$ cat config.mk
export PLATFORM = sky130hd
export DESIGN_NAME = jtag_dr_engine
export DESIGN_NICKNAME = d
export VERILOG_FILES = /design/src/rtl/jtag_dr_engine.sv
export SDC_FILE = /design/constraint.sdc
export NUM_CORES = 1
export LEC_CHECK = 0
export ABC_AREA = 1
export CAP_MARGIN = 10
export CORE_ASPECT_RATIO = 1.2
export CORE_MARGIN = 2
export CORE_UTILIZATION = 50
export DETAILED_ROUTE_END_ITERATION = 12
export DONT_BUFFER_PORTS = 1
export PLACE_DENSITY = 0.64
export SLEW_MARGIN = 20
export SYNTH_ARGS = -nofsm -noshare
export SYNTH_HDL_FRONTEND = slang
export SYNTH_SLANG_ARGS = --single-unit
$ cat constraint.sdc
create_clock -name clk_50_ -period 7.45 [get_ports clk_50_]
set_input_delay 1.1175 -clock clk_50_ [delete_from_list [all_inputs] [get_ports clk_50_]]
set_output_delay 1.1175 -clock clk_50_ [all_outputs]
set_load 0.005 [all_outputs]
$ cat src/rtl/jtag_dr_engine.sv
// JTAG data-register engine: synchronises raw TAP signals into clk_50_, runs the
// DR shift chain and turns IR opcodes into memory read/write and flag commands.
module jtag_dr_engine #(
  parameter int                    IR_LENGTH   = 4,
  parameter int                    DR_WIDTH    = 32,
  parameter int                    FLAG_WIDTH  = 8,
  parameter logic [DR_WIDTH-1:0]   IDENT_VALUE = 32'h4A544147,
  parameter logic [IR_LENGTH-1:0]  IIDENT      = IR_LENGTH'(1),
  parameter logic [IR_LENGTH-1:0]  IRADDR      = IR_LENGTH'(2),
  parameter logic [IR_LENGTH-1:0]  IWADDR      = IR_LENGTH'(3),
  parameter logic [IR_LENGTH-1:0]  IWDATA      = IR_LENGTH'(4),
  parameter logic [IR_LENGTH-1:0]  IRDATA      = IR_LENGTH'(5),
  parameter logic [IR_LENGTH-1:0]  IFLAGS      = IR_LENGTH'(6)
) (
  input  logic                  clk_50_,
  input  logic                  reset_n,
  input  logic                  tck,
  input  logic                  tdi,
  input  logic                  tms,
  input  logic [IR_LENGTH-1:0]  ir,
  input  logic                  capture_dr,
  input  logic                  shift_dr,
  input  logic                  update_dr,
  output logic                  tdo,
  output logic                  mem_wr_en,
  output logic [DR_WIDTH-1:0]   mem_wr_addr,
  output logic [DR_WIDTH-1:0]   mem_wr_data,
  output logic [DR_WIDTH-1:0]   mem_rd_addr,
  input  logic [DR_WIDTH-1:0]   mem_rd_data,
  output logic [FLAG_WIDTH-1:0] flags,
  output logic [7:0]            tapsigs_d
);

  localparam int CW = $clog2(DR_WIDTH + 1);
  localparam logic [CW-1:0] BC_FULL = CW'(DR_WIDTH);

  typedef enum logic [1:0] {IDLE, SHIFT, COMMIT} state_e;

  logic [1:0] rst_q;
  logic       rst_n;

  // Reset asserts asynchronously but releases two clocks later.
  always_ff @(posedge clk_50_ or negedge reset_n) begin
    if (!reset_n) rst_q <= '0;
    else          rst_q <= {rst_q[0], 1'b1};
  end
  assign rst_n = rst_q[1];

  // Bit order: {tck, tdi, tms, capture, shift, update}
  logic [5:0]           tap_s1_q, tap_s2_q;
  logic [IR_LENGTH-1:0] ir_s1_q, ir_s2_q;
  logic                 tck_s3_q;

  always_ff @(posedge clk_50_ or negedge rst_n) begin
    if (!rst_n) begin
      tap_s1_q <= '0;
      tap_s2_q <= '0;
      ir_s1_q  <= '0;
      ir_s2_q  <= '0;
      tck_s3_q <= 1'b0;
    end else begin
      tap_s1_q <= {tck, tdi, tms, capture_dr, shift_dr, update_dr};
      tap_s2_q <= tap_s1_q;
      ir_s1_q  <= ir;
      ir_s2_q  <= ir_s1_q;
      tck_s3_q <= tap_s2_q[5];
    end
  end

  logic tck_rise, tdi_s, cap_s, sh_s, upd_s;
  assign tck_rise  = tap_s2_q[5] & ~tck_s3_q;
  assign tdi_s     = tap_s2_q[4];
  assign cap_s     = tap_s2_q[2];
  assign sh_s      = tap_s2_q[1];
  assign upd_s     = tap_s2_q[0];
  assign tapsigs_d = {tap_s2_q, tck_rise, 1'b0};

  state_e               state_q, state_d;
  logic [DR_WIDTH-1:0]  sr_q, sr_d, raddr_q, raddr_d, waddr_q, waddr_d;
  logic [DR_WIDTH-1:0]  wr_addr_q, wr_addr_d, wr_data_q, wr_data_d;
  logic [CW-1:0]        bitcnt_q, bitcnt_d;
  logic [IR_LENGTH-1:0] ir_q, ir_d;
  logic [FLAG_WIDTH-1:0] flags_q, flags_d;
  logic                 tdo_q, tdo_d, wr_en_q, wr_en_d;
  logic [DR_WIDTH-1:0]  cap_val, v;
  logic [CW-1:0]        shamt;

  always_comb begin
    case (ir_s2_q)
      IIDENT:  cap_val = IDENT_VALUE;
      IRADDR:  cap_val = raddr_q;
      IWADDR:  cap_val = waddr_q;
      IRDATA:  cap_val = mem_rd_data;
      IFLAGS:  cap_val = DR_WIDTH'(flags_q);
      default: cap_val = '0;
    endcase
  end

  // Partial shifts leave the received bits in the top of sr; right-align them.
  always_comb begin
    shamt = BC_FULL - bitcnt_q;
    if (bitcnt_q == BC_FULL) v = sr_q;
    else if (bitcnt_q == '0) v = '0;
    else                     v = sr_q >> shamt;
  end

  always_comb begin
    state_d   = state_q;
    sr_d      = sr_q;
    bitcnt_d  = bitcnt_q;
    ir_d      = ir_q;
    raddr_d   = raddr_q;
    waddr_d   = waddr_q;
    flags_d   = flags_q;
    wr_en_d   = 1'b0;
    wr_addr_d = wr_addr_q;
    wr_data_d = wr_data_q;
    case (state_q)
      IDLE: begin
        if (tck_rise && cap_s) begin
          sr_d     = cap_val;
          bitcnt_d = '0;
          ir_d     = ir_s2_q;
          state_d  = SHIFT;
        end
      end
      SHIFT: begin
        if (tck_rise) begin
          if (upd_s) begin
            state_d = COMMIT;
          end else if (cap_s) begin
            sr_d     = cap_val;
            bitcnt_d = '0;
            ir_d     = ir_s2_q;
          end else if (sh_s) begin
            sr_d = {tdi_s, sr_q[DR_WIDTH-1:1]};
            if (bitcnt_q != BC_FULL) bitcnt_d = bitcnt_q + 1'b1;
          end
        end
      end
      COMMIT: begin
        state_d = IDLE;
        if (ir_q == IRDATA) begin
          raddr_d = raddr_q + 1'b1;
        end else if (bitcnt_q != '0) begin
          case (ir_q)
            IRADDR: raddr_d = v;
            IWADDR: waddr_d = v;
            IWDATA: begin
              wr_en_d   = 1'b1;
              wr_addr_d = waddr_q;
              wr_data_d = v;
              waddr_d   = waddr_q + 1'b1;
            end
            IFLAGS:  flags_d = v[FLAG_WIDTH-1:0];
            default: ;
          endcase
        end
      end
      default: state_d = IDLE;
    endcase
    tdo_d = sr_d[0];
  end

  always_ff @(posedge clk_50_ or negedge rst_n) begin
    if (!rst_n) begin
      state_q   <= IDLE;
      sr_q      <= '0;
      bitcnt_q  <= '0;
      ir_q      <= '0;
      raddr_q   <= '0;
      waddr_q   <= '0;
      flags_q   <= '0;
      tdo_q     <= 1'b0;
      wr_en_q   <= 1'b0;
      wr_addr_q <= '0;
      wr_data_q <= '0;
    end else begin
      state_q   <= state_d;
      sr_q      <= sr_d;
      bitcnt_q  <= bitcnt_d;
      ir_q      <= ir_d;
      raddr_q   <= raddr_d;
      waddr_q   <= waddr_d;
      flags_q   <= flags_d;
      tdo_q     <= tdo_d;
      wr_en_q   <= wr_en_d;
      wr_addr_q <= wr_addr_d;
      wr_data_q <= wr_data_d;
    end
  end

  assign tdo         = tdo_q;
  assign mem_wr_en   = wr_en_q;
  assign mem_wr_addr = wr_addr_q;
  assign mem_wr_data = wr_data_q;
  assign mem_rd_addr = raddr_q;
  assign flags       = flags_q;

endmodule

### Word-level counts from Yosys, hierarchy flattened

Index checks and enable logic that the tools add are counted.

| storage, ports and cells | value |
|---|---|
| register bits after elaboration | 204 |
| input bits | 44 |
| output and inout port bits | 114 |

| cells by class | value |
|---|---|
| add/sub/neg operators | 4 |
| eq/ne operators | 21 |
| shifts and indexed selects | 1 |
| mux-type cells | 33 |
| bitwise gates (word level) | 3 |
| reductions and logical operators | 16 |

Operators with widths:

| kind | count |
|---|---|
| 2-to-1 mux 32 bit | 10 |
| one-hot mux 32 bit (5 select lines) | 1 |
| one-hot mux 32 bit (2 select lines) | 2 |
| adder 32 x 1 -> 32 bit, second input constant | 2 |
| 2-to-1 mux 6 bit | 6 |
| >> shifter 32 x 6 -> 32 bit | 1 |
| == test 4 x 3 -> 1 bit, second input constant | 5 |
| == test 4 x 2 -> 1 bit, second input constant | 4 |
| 2-to-1 mux 4 bit | 4 |
| one-hot mux 6 bit (2 select lines) | 1 |
| AND reduction 4 bit | 3 |
| != test 2 bit, second input constant | 5 |
| AND reduction 5 bit | 2 |
| one-hot mux 4 bit (2 select lines) | 1 |
| nonzero test 2 bit | 4 |
| adder 6 x 1 -> 6 bit, second input constant | 1 |
| == test 6 bit, second input constant | 1 |
| logical NOT 6 bit | 1 |
| 2-to-1 mux 2 bit | 3 |
| != test 3 bit, second input constant | 2 |
| != test 6 bit, second input constant | 1 |
| AND reduction 3 bit | 2 |
| AND reduction 6 bit | 1 |
| nonzero test 6 bit | 1 |
| 10 further kinds | 14 |

### Depth between registers and ports, before layout

Gate-level depths: netlist of the first run.

| depth | value |
|---|---|
| depth after elaboration | 7 |
| depth in mapped cells | 18 |
| gate-level depth less buffers | 15 |

### Worst setup path after synthesis of the first run

OpenSTA, ideal clock, no wires.

| path | value |
|---|---|
| kind | register -> register |
| start point | register bitcnt_q[0] |
| end point | register waddr_q[11] |
| setup time | 118 ps |
| arrival time | 2,097 ps |
| data required time | 7,332 ps |
| slack | 5,235 ps |
| cell stages (with the launch flop) | 16 |
| path buffers | 3 |
| cells stage by stage | dfrtp_1 buf_6 inv_4 buf_2 ha_1 inv_2 clkbuf_1 nand3_1 nand3_1 nand3_1 nand3_1 nand2_1 nand2_1 nand3_1 nand3_1 nand2_1 |

| between the ends | value |
|---|---|
| cells in the longest elaborated chain, start to end | 5 |
| elaborated cells between the ends (all ways) | 9 |

Ends and longest elaborated chain:

| element | line | RTL |
|---|---|---|
| start: declaration | 81 | `logic [CW-1:0] bitcnt_q, bitcnt_d;` |
| start signal: assignment | 181 | `bitcnt_q <= bitcnt_d;` |
| subtractor 6 bit | 101 | `shamt = BC_FULL - bitcnt_q;` |
| >> shifter 32 x 6 -> 32 bit | 104 | `else v = sr_q >> shamt;` |
| 2-to-1 mux 32 bit | 103 | `else if (bitcnt_q == '0) v = '0;` |
| 2-to-1 mux 32 bit | 102 | `if (bitcnt_q == BC_FULL) v = sr_q;` |
| one-hot mux 32 bit (2 select lines) | 146 | `case (ir_q)` |
| end signal: assignment | 184 | `waddr_q <= waddr_d;` |
| end: declaration | 79 | `logic [DR_WIDTH-1:0] sr_q, sr_d, raddr_q, raddr_d, waddr_q, waddr_d;` |

Several ways; a longest one is shown, not always the timed one.
A chain may end at the register's enable or synchronous reset.

### Final worst setup path of the first run

| path | value |
|---|---|
| start point | register bitcnt_q[0] |
| end point | register raddr_q[29] (netlist: mem_rd_addr[29]) |

| between the ends | value |
|---|---|
| cells in the longest elaborated chain, start to end | 7 |
| elaborated cells between the ends (all ways) | 12 |

Ends and longest elaborated chain:

| element | line | RTL |
|---|---|---|
| subtractor 6 bit | 101 |  |
| >> shifter 32 x 6 -> 32 bit | 104 |  |
| 2-to-1 mux 32 bit | 103 |  |
| 2-to-1 mux 32 bit | 102 |  |
| 2-to-1 mux 32 bit | 146 |  |
| 2-to-1 mux 32 bit | 145 | `end else if (bitcnt_q != '0) begin` |
| 2-to-1 mux 32 bit | 143 | `if (ir_q == IRDATA) begin` |
| end signal: assignment | 183 | `raddr_q <= raddr_d;` |
| end: declaration | 79 |  |

Several ways; a longest one is shown, not always the timed one. The select of a mux whose other input is x is not followed.

==> results of run 1 <==
==> final cells by class <==
type	instances	area, um^2
fillers	2500	11700
multi-input cells	1373	6750
flip-flops and latches	204	5110
clock buffers	32	701
inverters	127	487
well taps	330	413
clock inverters	8	116
repair buffers	12	103
==> kinds of logic (layout without fill, tap and decap cells) <==
family / after synthesis / after routing
buf+inv: 220 / 179
fa+ha+maj: 4 / 4
flops: 204 / 204
other cells: 2 / 2
compound gates: 284 / 284
xor+xnor: 18 / 18
simple gates: 1065 / 1065
==> power groups by stage <==
stage	clock network (mW)	registers (mW)	logic (mW)
after global placement	0	1.69	3.53
after global routing	1.29	1.70	4.01
after detailed placement	0	1.69	3.54
after floorplan	0	1.55	2.69
final	1.22	1.68	3.63
after CTS	1.24	1.67	3.56
==> per-layer routing <==
layer	part of all wire, %	routed length, um	vias to the layer above	global-route usage [%]
met5	0	0	-	0
met4	4.3	2080	0	13.4
met3	9.5	4630	113	7.28
met2	46	22700	627	56.4
met1	40	19500	6170	47.9
li1	-	-	5948	-
==> metrics by stage <==
stage | power, mW | setup slack, ns
floorplan | 4.24 | 1.34
global placement | 5.22 | 3.89
detailed placement | 5.23 | 3.87
CTS | 6.47 | 3.85
global route | 7.00 | 3.53
finish | 6.54 | 3.73
==> sequential cells by signal (all words and copies together) (netlist names), 8 cells and up <==
signal / count
mem_wr_addr: 32
sr_q: 32
mem_wr_data: 32
waddr_q: 32
mem_rd_addr: 32
flags: 8
==> layout by cell type (no fill, tap or decap), types with 3 or more instances in the layout <==
cell type,Yosys,final
o21ai_0,49,49
or2_2,12,12
clkinv_4,0,3
dfrtp_1,204,203
nand3_2,14,14
clkbuf_8,0,7
a31oi_1,29,29
nor3b_1,3,3
a21oi_1,61,61
clkbuf_16,0,24
nor2_4,4,6
nor3_1,16,16
nor2_1,122,121
o211ai_1,14,14
inv_2,9,10
o21ai_1,57,57
o22ai_1,7,7
inv_1,112,111
a22oi_1,9,9
a221o_1,4,4
ha_1,4,4
inv_4,4,4
xor2_1,16,16
o221ai_1,20,20
a2bb2oi_1,21,21
o2111ai_1,3,3
nand2_1,533,533
nand3_1,310,310
nand4_1,14,14
nand2_4,3,3
nand2_2,11,11
o21ai_2,3,3
nor2_2,9,8
buf_4,18,11
nor4_1,4,4
==> worst max path at each step <==
stage	startpoint	endpoint
2_1_floorplan	rst_q[1]$_DFF_PN0_	bitcnt_q[0]$_DFFE_PN0P_
4_1_cts	bitcnt_q[0]$_DFFE_PN0P_	mem_rd_addr[29]$_DFFE_PN0P_
3_3_place_gp	bitcnt_q[0]$_DFFE_PN0P_	waddr_q[29]$_DFFE_PN0P_
6_report	bitcnt_q[0]$_DFFE_PN0P_	mem_rd_addr[29]$_DFFE_PN0P_
5_1_grt	bitcnt_q[0]$_DFFE_PN0P_	mem_rd_addr[29]$_DFFE_PN0P_
3_5_place_dp	bitcnt_q[0]$_DFFE_PN0P_	mem_rd_addr[29]$_DFFE_PN0P_
==> worst register-to-register path, cell delays in order (launching register included) <==
cell,delay [ns]
dfrtp_1,0.41
inv_4,0.29
ha_1,0.97
inv_2,0.58
nand2_1,0.24
nand2_1,0.09
nand2_1,0.08
nor2_1,0.09
a22oi_1,0.53
nand2_1,0.10
nand3_1,0.11
o21ai_1,0.09
==> run summary, run 1 <==
## Logic synthesis
* cell types occupying the most area after synthesis: dfrtp_1, nand2_1, nand3_1
* share of synthesized area spent on multiplexers: 0%
* synthesized netlist cell count: 1797
* share of the synthesized area in the top cell type: 39.7%
* number of distinct standard cells referenced by the synthesized netlist: 54
* compound-gate portion of the synthesized area: 13.7%
* primary flip-flop cell chosen by synthesis mapping: dfrtp_1
* largest family of logic cells by synthesized area: simple AND/OR/NAND/NOR gates
* share of synthesized cell area in and, or, nand and nor gates: 37.0%
* most common cell in the synthesized netlist: nand2_1
* net count after synthesis: 1845
* number of warnings reported in the yosys synthesis log: 0
* number of flops mapped to enable cells by yosys: 0
* syn_area_per_cell: 7.15 um^2
* adder and majority cell fraction of the synthesized area: 0.390%
* #FFs+latches synth: 204
* Netlist Area Pre-Place: 12800 um^2
* dominant cell type by area after synthesis: dfrtp_1
* proportion of synthesized chip area in sequential cells: 39.7%
* xor/xnor share of the synthesized area: 1.23%
* Post-synth ARST share: 100%
* leading cell types by count after synthesis: nand2_1, nand3_1, dfrtp_1

## Critical path
* Arrival @ worst endpoint: 4.11 ns
* slowest stage cell, crit path: ha_1
* cell family with the largest share of critical-path delay: adder cells
* nature of the critical path startpoint: flop
* CP Cell Sequence: inv_4 > ha_1 > inv_2 > nand2_1 > nand2_1 > nand2_1 > nor2_1 > a22oi_1 > nand2_1 > nand3_1 > o21ai_1
* worst reg-to-reg setup slack: 3.73 ns
* sort of element at the end of the critical path: flop
* CP peak stage delay: 0.96 ns
* top fanout value on the critical path: 35
* FF-to-FF path depth: 11
* worst reg2reg endpoint: mem_rd_addr[29]$_DFFE_PN0P_
* total number of cells along the worst setup path: 11
* classification of the worst setup path: reg -> reg
* cell seen most often among critical-path stages: nand2_1
* number of buffers and inverters on the critical path: 2
* reg-to-reg startpoint: bitcnt_q[0]$_DFFE_PN0P_
* Data required, critical path: 7.85 ns

## Finish
* area growth from synthesis to layout: 6.46%
* count of antenna diodes in the layout: 0
* post-route design area: 13700 um^2
* post-route insts no fill: 2086
* fraction of layout cells with a size suffix above 1: 7.57%
* post-route core utilization: 53.9%
* Layout Nets: 1790

## Drt
* average wire per cell in the routed design: 23.5 um
* DRT antenna net count: 0
* number of DRC violations after detailed routing: 0
* count of routing violations after the opening detailed-route iteration: 1246
* vias per inst: 6.16
* number of iterations in the first detailed-routing pass: 6
* Detailed Route WL: 48900 um
* total vias in the final route: 12858

## Clock network
* setup fix buffers added after clock tree synthesis: 0
* TritonCTS clock tree: built
* CTS sink count: 204
* post_cts resized: 0
* root buffer cell: clkbuf_16
* clock insertion delay at the later pin of the skew report: 0.54 ns
* maximum count of clock buffers along a single path: 3
* H-tree levels: 1
* CTS buffer count: 24
* clock edge transition at the registers on the reported setup and hold paths: 0.06 ns
* cts hold-fix bufs: 0

## GRT
* maximum number of pins on one net before global-route repair: 156
* vias in the first global route: 11838
* antenna violations before repair: 0
* Congestion Overflow GR: 0
* Total Routing Usage GR: 35.6%
* global-route wire length before repair: 73200 um

## Timing
* time the worst path needs with I/O delays and setup: 3.72 ns
* count of endpoints failing setup in the final report: 0
* setup_tns: 0 ns
* setup repair after global routing missed its margin: no
* worst hold slack after final layout: 0.277 ns
* Fmax: 269 MHz
* final hold viol count: 0
* pin slew with the least headroom to its limit: 1.13 ns
* max-slew violations: 0
* Layout Skew: 0.0190 ns
* final worst-path cycle share: 49.9%
* Slew headroom: 24.4%

## Placed design
* total placed cells including tap cells: 2046
* placed cell area: 12900 um^2
* buffers added on ports: 0
* post-detail-place hpwl: 36100 um
* gp weighted congestion: 0.971

## Pwr
* combinational group share of total power: 55.6%
* share of power burned in registers: 25.8%
* Switching Share: 52.2%
* switching power: 3.41 mW
* Clock Power Share: 18.7%
* design internal power: 3.13 mW
* Pleak: 6.85 nW
* power per cell area: 478 nW/um^2
* Max VDD drop: 0.439 mV

## Die
* total number of placement rows: 64
* die height: 180 um
* area of the die: 27000 um^2
* Boundary Pins: 158
* effective utilization at floorplan: 50.6%
* die width: 150 um
* standard cell core area: 25400 um^2

## Run
* max-cap violation count: 0

## Min path
* Worst Hold Class: in -> async

## Status
* run status: complete, no violations

Power figures use the tool's default switching activity.
==> run 2: changes to the inputs <==
--- a/config.mk
+++ b/config.mk
@@ -12,7 +12,7 @@
 export CORE_UTILIZATION = 50
 export DETAILED_ROUTE_END_ITERATION = 12
 export DONT_BUFFER_PORTS = 1
-export PLACE_DENSITY = 0.64
+export PLACE_DENSITY = 0.67
 export SLEW_MARGIN = 20
 export SYNTH_ARGS = -nofsm -noshare
 export SYNTH_HDL_FRONTEND = slang
==> constraint.sdc (replaced) <==
create_clock -name clk_50_ -period 3.1 [get_ports clk_50_]
set_input_delay 0.465 -clock clk_50_ [delete_from_list [all_inputs] [get_ports clk_50_]]
set_output_delay 0.465 -clock clk_50_ [all_outputs]
set_load 0.005 [all_outputs]
==> run summary, run 2 (synthesis gave the netlist of run 1 again) <==
## Clock network
* clock edge transition at the registers on the reported setup and hold paths: 0.06 ns, about the same
* CTS buffer count: 23, -4.2%
* maximum count of clock buffers along a single path: 3, unchanged
* clock insertion delay at the later pin of the skew report: 0.54 ns, about the same
* H-tree levels: 1, unchanged
* CTS sink count: 204, unchanged
* root buffer cell: clkbuf_16
* TritonCTS clock tree: built
* setup fix buffers added after clock tree synthesis: 0, unchanged

## Run
* max-cap violation count: 0, unchanged

## Critical path
* sort of element at the end of the critical path: flop
* top fanout value on the critical path: 34, -2.9%
* nature of the critical path startpoint: flop
* Data required, critical path: 3.56 ns, -4.29 ns
* Arrival @ worst endpoint: 3.16 ns, -0.95 ns
* classification of the worst setup path: reg -> reg

## GRT
* global-route wire length before repair: 72700 um, -0.66%
* vias in the first global route: 12099, +2.2%
* maximum number of pins on one net before global-route repair: 104, -33%
* antenna violations before repair: 1, +1
* Congestion Overflow GR: 0, unchanged
* Total Routing Usage GR: 34.9%, -0.67 points

## Die
* total number of placement rows: 64, unchanged
* Boundary Pins: 158, unchanged
* die height: 180 um, unchanged
* effective utilization at floorplan: 50.6%, unchanged
* area of the die: 27000 um^2, unchanged
* standard cell core area: 25400 um^2, unchanged
* die width: 150 um, unchanged

## Finish
* Layout Nets: 1814, +1.3%
* leading cell type in the layout, fill and taps excluded: nand2_1
* fraction of layout cells with a size suffix above 1: 7.93%, +0.35 points
* area growth from synthesis to layout: 7.34%
* commonest cells after routing, fill and taps aside: nand2_1, nand3_1, dfrtp_1

## Timing
* final hold viol count: 0, unchanged
* Fmax: 370 MHz, +38%
* final worst-path cycle share: 87.1%, +37 points
* max-slew violations: 0, unchanged
* final worst slack: 0.398 ns, -3.33 ns
* pin slew with the least headroom to its limit: 0.882 ns, -0.252 ns
* count of endpoints failing setup in the final report: 0, unchanged
* time the worst path needs with I/O delays and setup: 2.70 ns, -1.02 ns
* setup repair after global routing missed its margin: no
* worst hold slack after final layout: 0.165 ns, -0.111 ns
* setup_tns: 0 ns, unchanged
* Layout Skew: 0.0214 ns, +0.00238 ns
* Slew headroom: 41.0%, +17 points

## Drt
* number of DRC violations after detailed routing: 0, unchanged
* DRT antenna net count: 0, unchanged
* number of iterations in the first detailed-routing pass: 5, -1
* Detailed Route WL: 47800 um, -2.3%
* vias per inst: 6.13, -0.55%
* total vias in the final route: 12935, +0.60%
* average wire per cell in the routed design: 22.7 um, -3.4%
* count of routing violations after the opening detailed-route iteration: 1305, +4.7%

## Pwr
* Pleak: 6.90 nW, +0.72%
* Max VDD drop: 0.933 mV, +110%
* power per cell area: 1110 nW/um^2, +130%
* power after layout: 15.3 mW, +130%

## Placed design
* post-detail-place hpwl: 35500 um, -1.7%
* buffers added on ports: 0, unchanged
* post-placement setup slack: 0.477 ns, -3.39 ns
* gp weighted congestion: 1.03, +6.5%

## Min path
* Worst Hold Class: in -> async

## Status
* run status: complete, no violations

[run 2: cell count changes in the layout (fill, tap and decap cells not counted), sizes merged]
cell and change:
dlygate4sd3 +11, clkbuf -3, bufinv -2, diode +1, clkinvlp +3, buf +14
inv +1, clkinv -1
[run 2: worst paths after layout]
path	startpoint	to	slack [ns]	depth (start not counted)
worst max-delay path	bitcnt_q[0]$_DFFE_PN0P_	mem_wr_data[0]$_DFFE_PN0P_	0.40	12
worst min-delay path	reset_n	rst_q[1]$_DFF_PN0_	0.17	1
worst max register to register	bitcnt_q[0]$_DFFE_PN0P_	mem_wr_data[0]$_DFFE_PN0P_	0.40	12
worst min register to register	rst_q[1]$_DFF_PN0_	mem_wr_data[10]$_DFFE_PN0P_	0.19	0
max in group asynchronous	rst_q[1]$_DFF_PN0_	tap_s2_q[3]$_DFF_PN0_	1.97	1
min in group clk_50_	mem_rd_data[5]	sr_q[5]$_DFFE_PN0P_	0.28	4
[run 2: routing by layer]
layer  vias to the layer above  wire length (um)  global-route usage, %
li1                       5982                 -                      -
met1                      6219             19500                   47.5
met2                       624             22300                   55.1
met3                       110              4060                   6.83
met4                         0              1970                   13.1
met5                         -                 0                      0
[run 2: final cells by class]
class / instances / area, um^2
fillers: 2490 / 11600
multi-input cells: 1373 / 6750
flip-flops and latches: 204 / 5110
clock buffers: 29 / 608
inverters: 127 / 487
well taps: 330 / 413
repair buffers: 37 / 355
clock inverters: 9 / 66.3
diodes: 1 / 2.50
[run 2: timing repair]
item                                   4_1_cts  5_1_grt
endpoints found under the hold margin       12        0
hold buffers                                11        0
resized for setup                            0        0
[run 2: worst max-delay path, cell delays in order (launching register included)]
cell	delay (ns)
dfrtp_1	0.44
inv_4	0.08
buf_4	0.33
nand3_1	0.15
nand2_1	0.10
nand2_2	0.39
nand3_1	0.31
nand2_1	0.08
nand2_1	0.12
nand3_1	0.11
nand2_1	0.21
inv_1	0.14
o21ai_1	0.14
[run 2: where the power goes]
part           switching (mW)  internal (mW)
sequential              0.827           3.18
clock                    1.17           1.39
combinational            6.13           2.63
[run 2: through the flow]
stage / util, % / instances / instance area (um^2)
2_1_floorplan: - / 1797 / 12800
3_3_place_gp: 51.2 / 2060 / 13000
3_5_place_dp: 51.2 / 2060 / 13000
4_1_cts: 54.3 / 2109 / 13800
5_1_grt: 54.3 / 2110 / 13800
6_report: 54.3 / 2110 / 13800
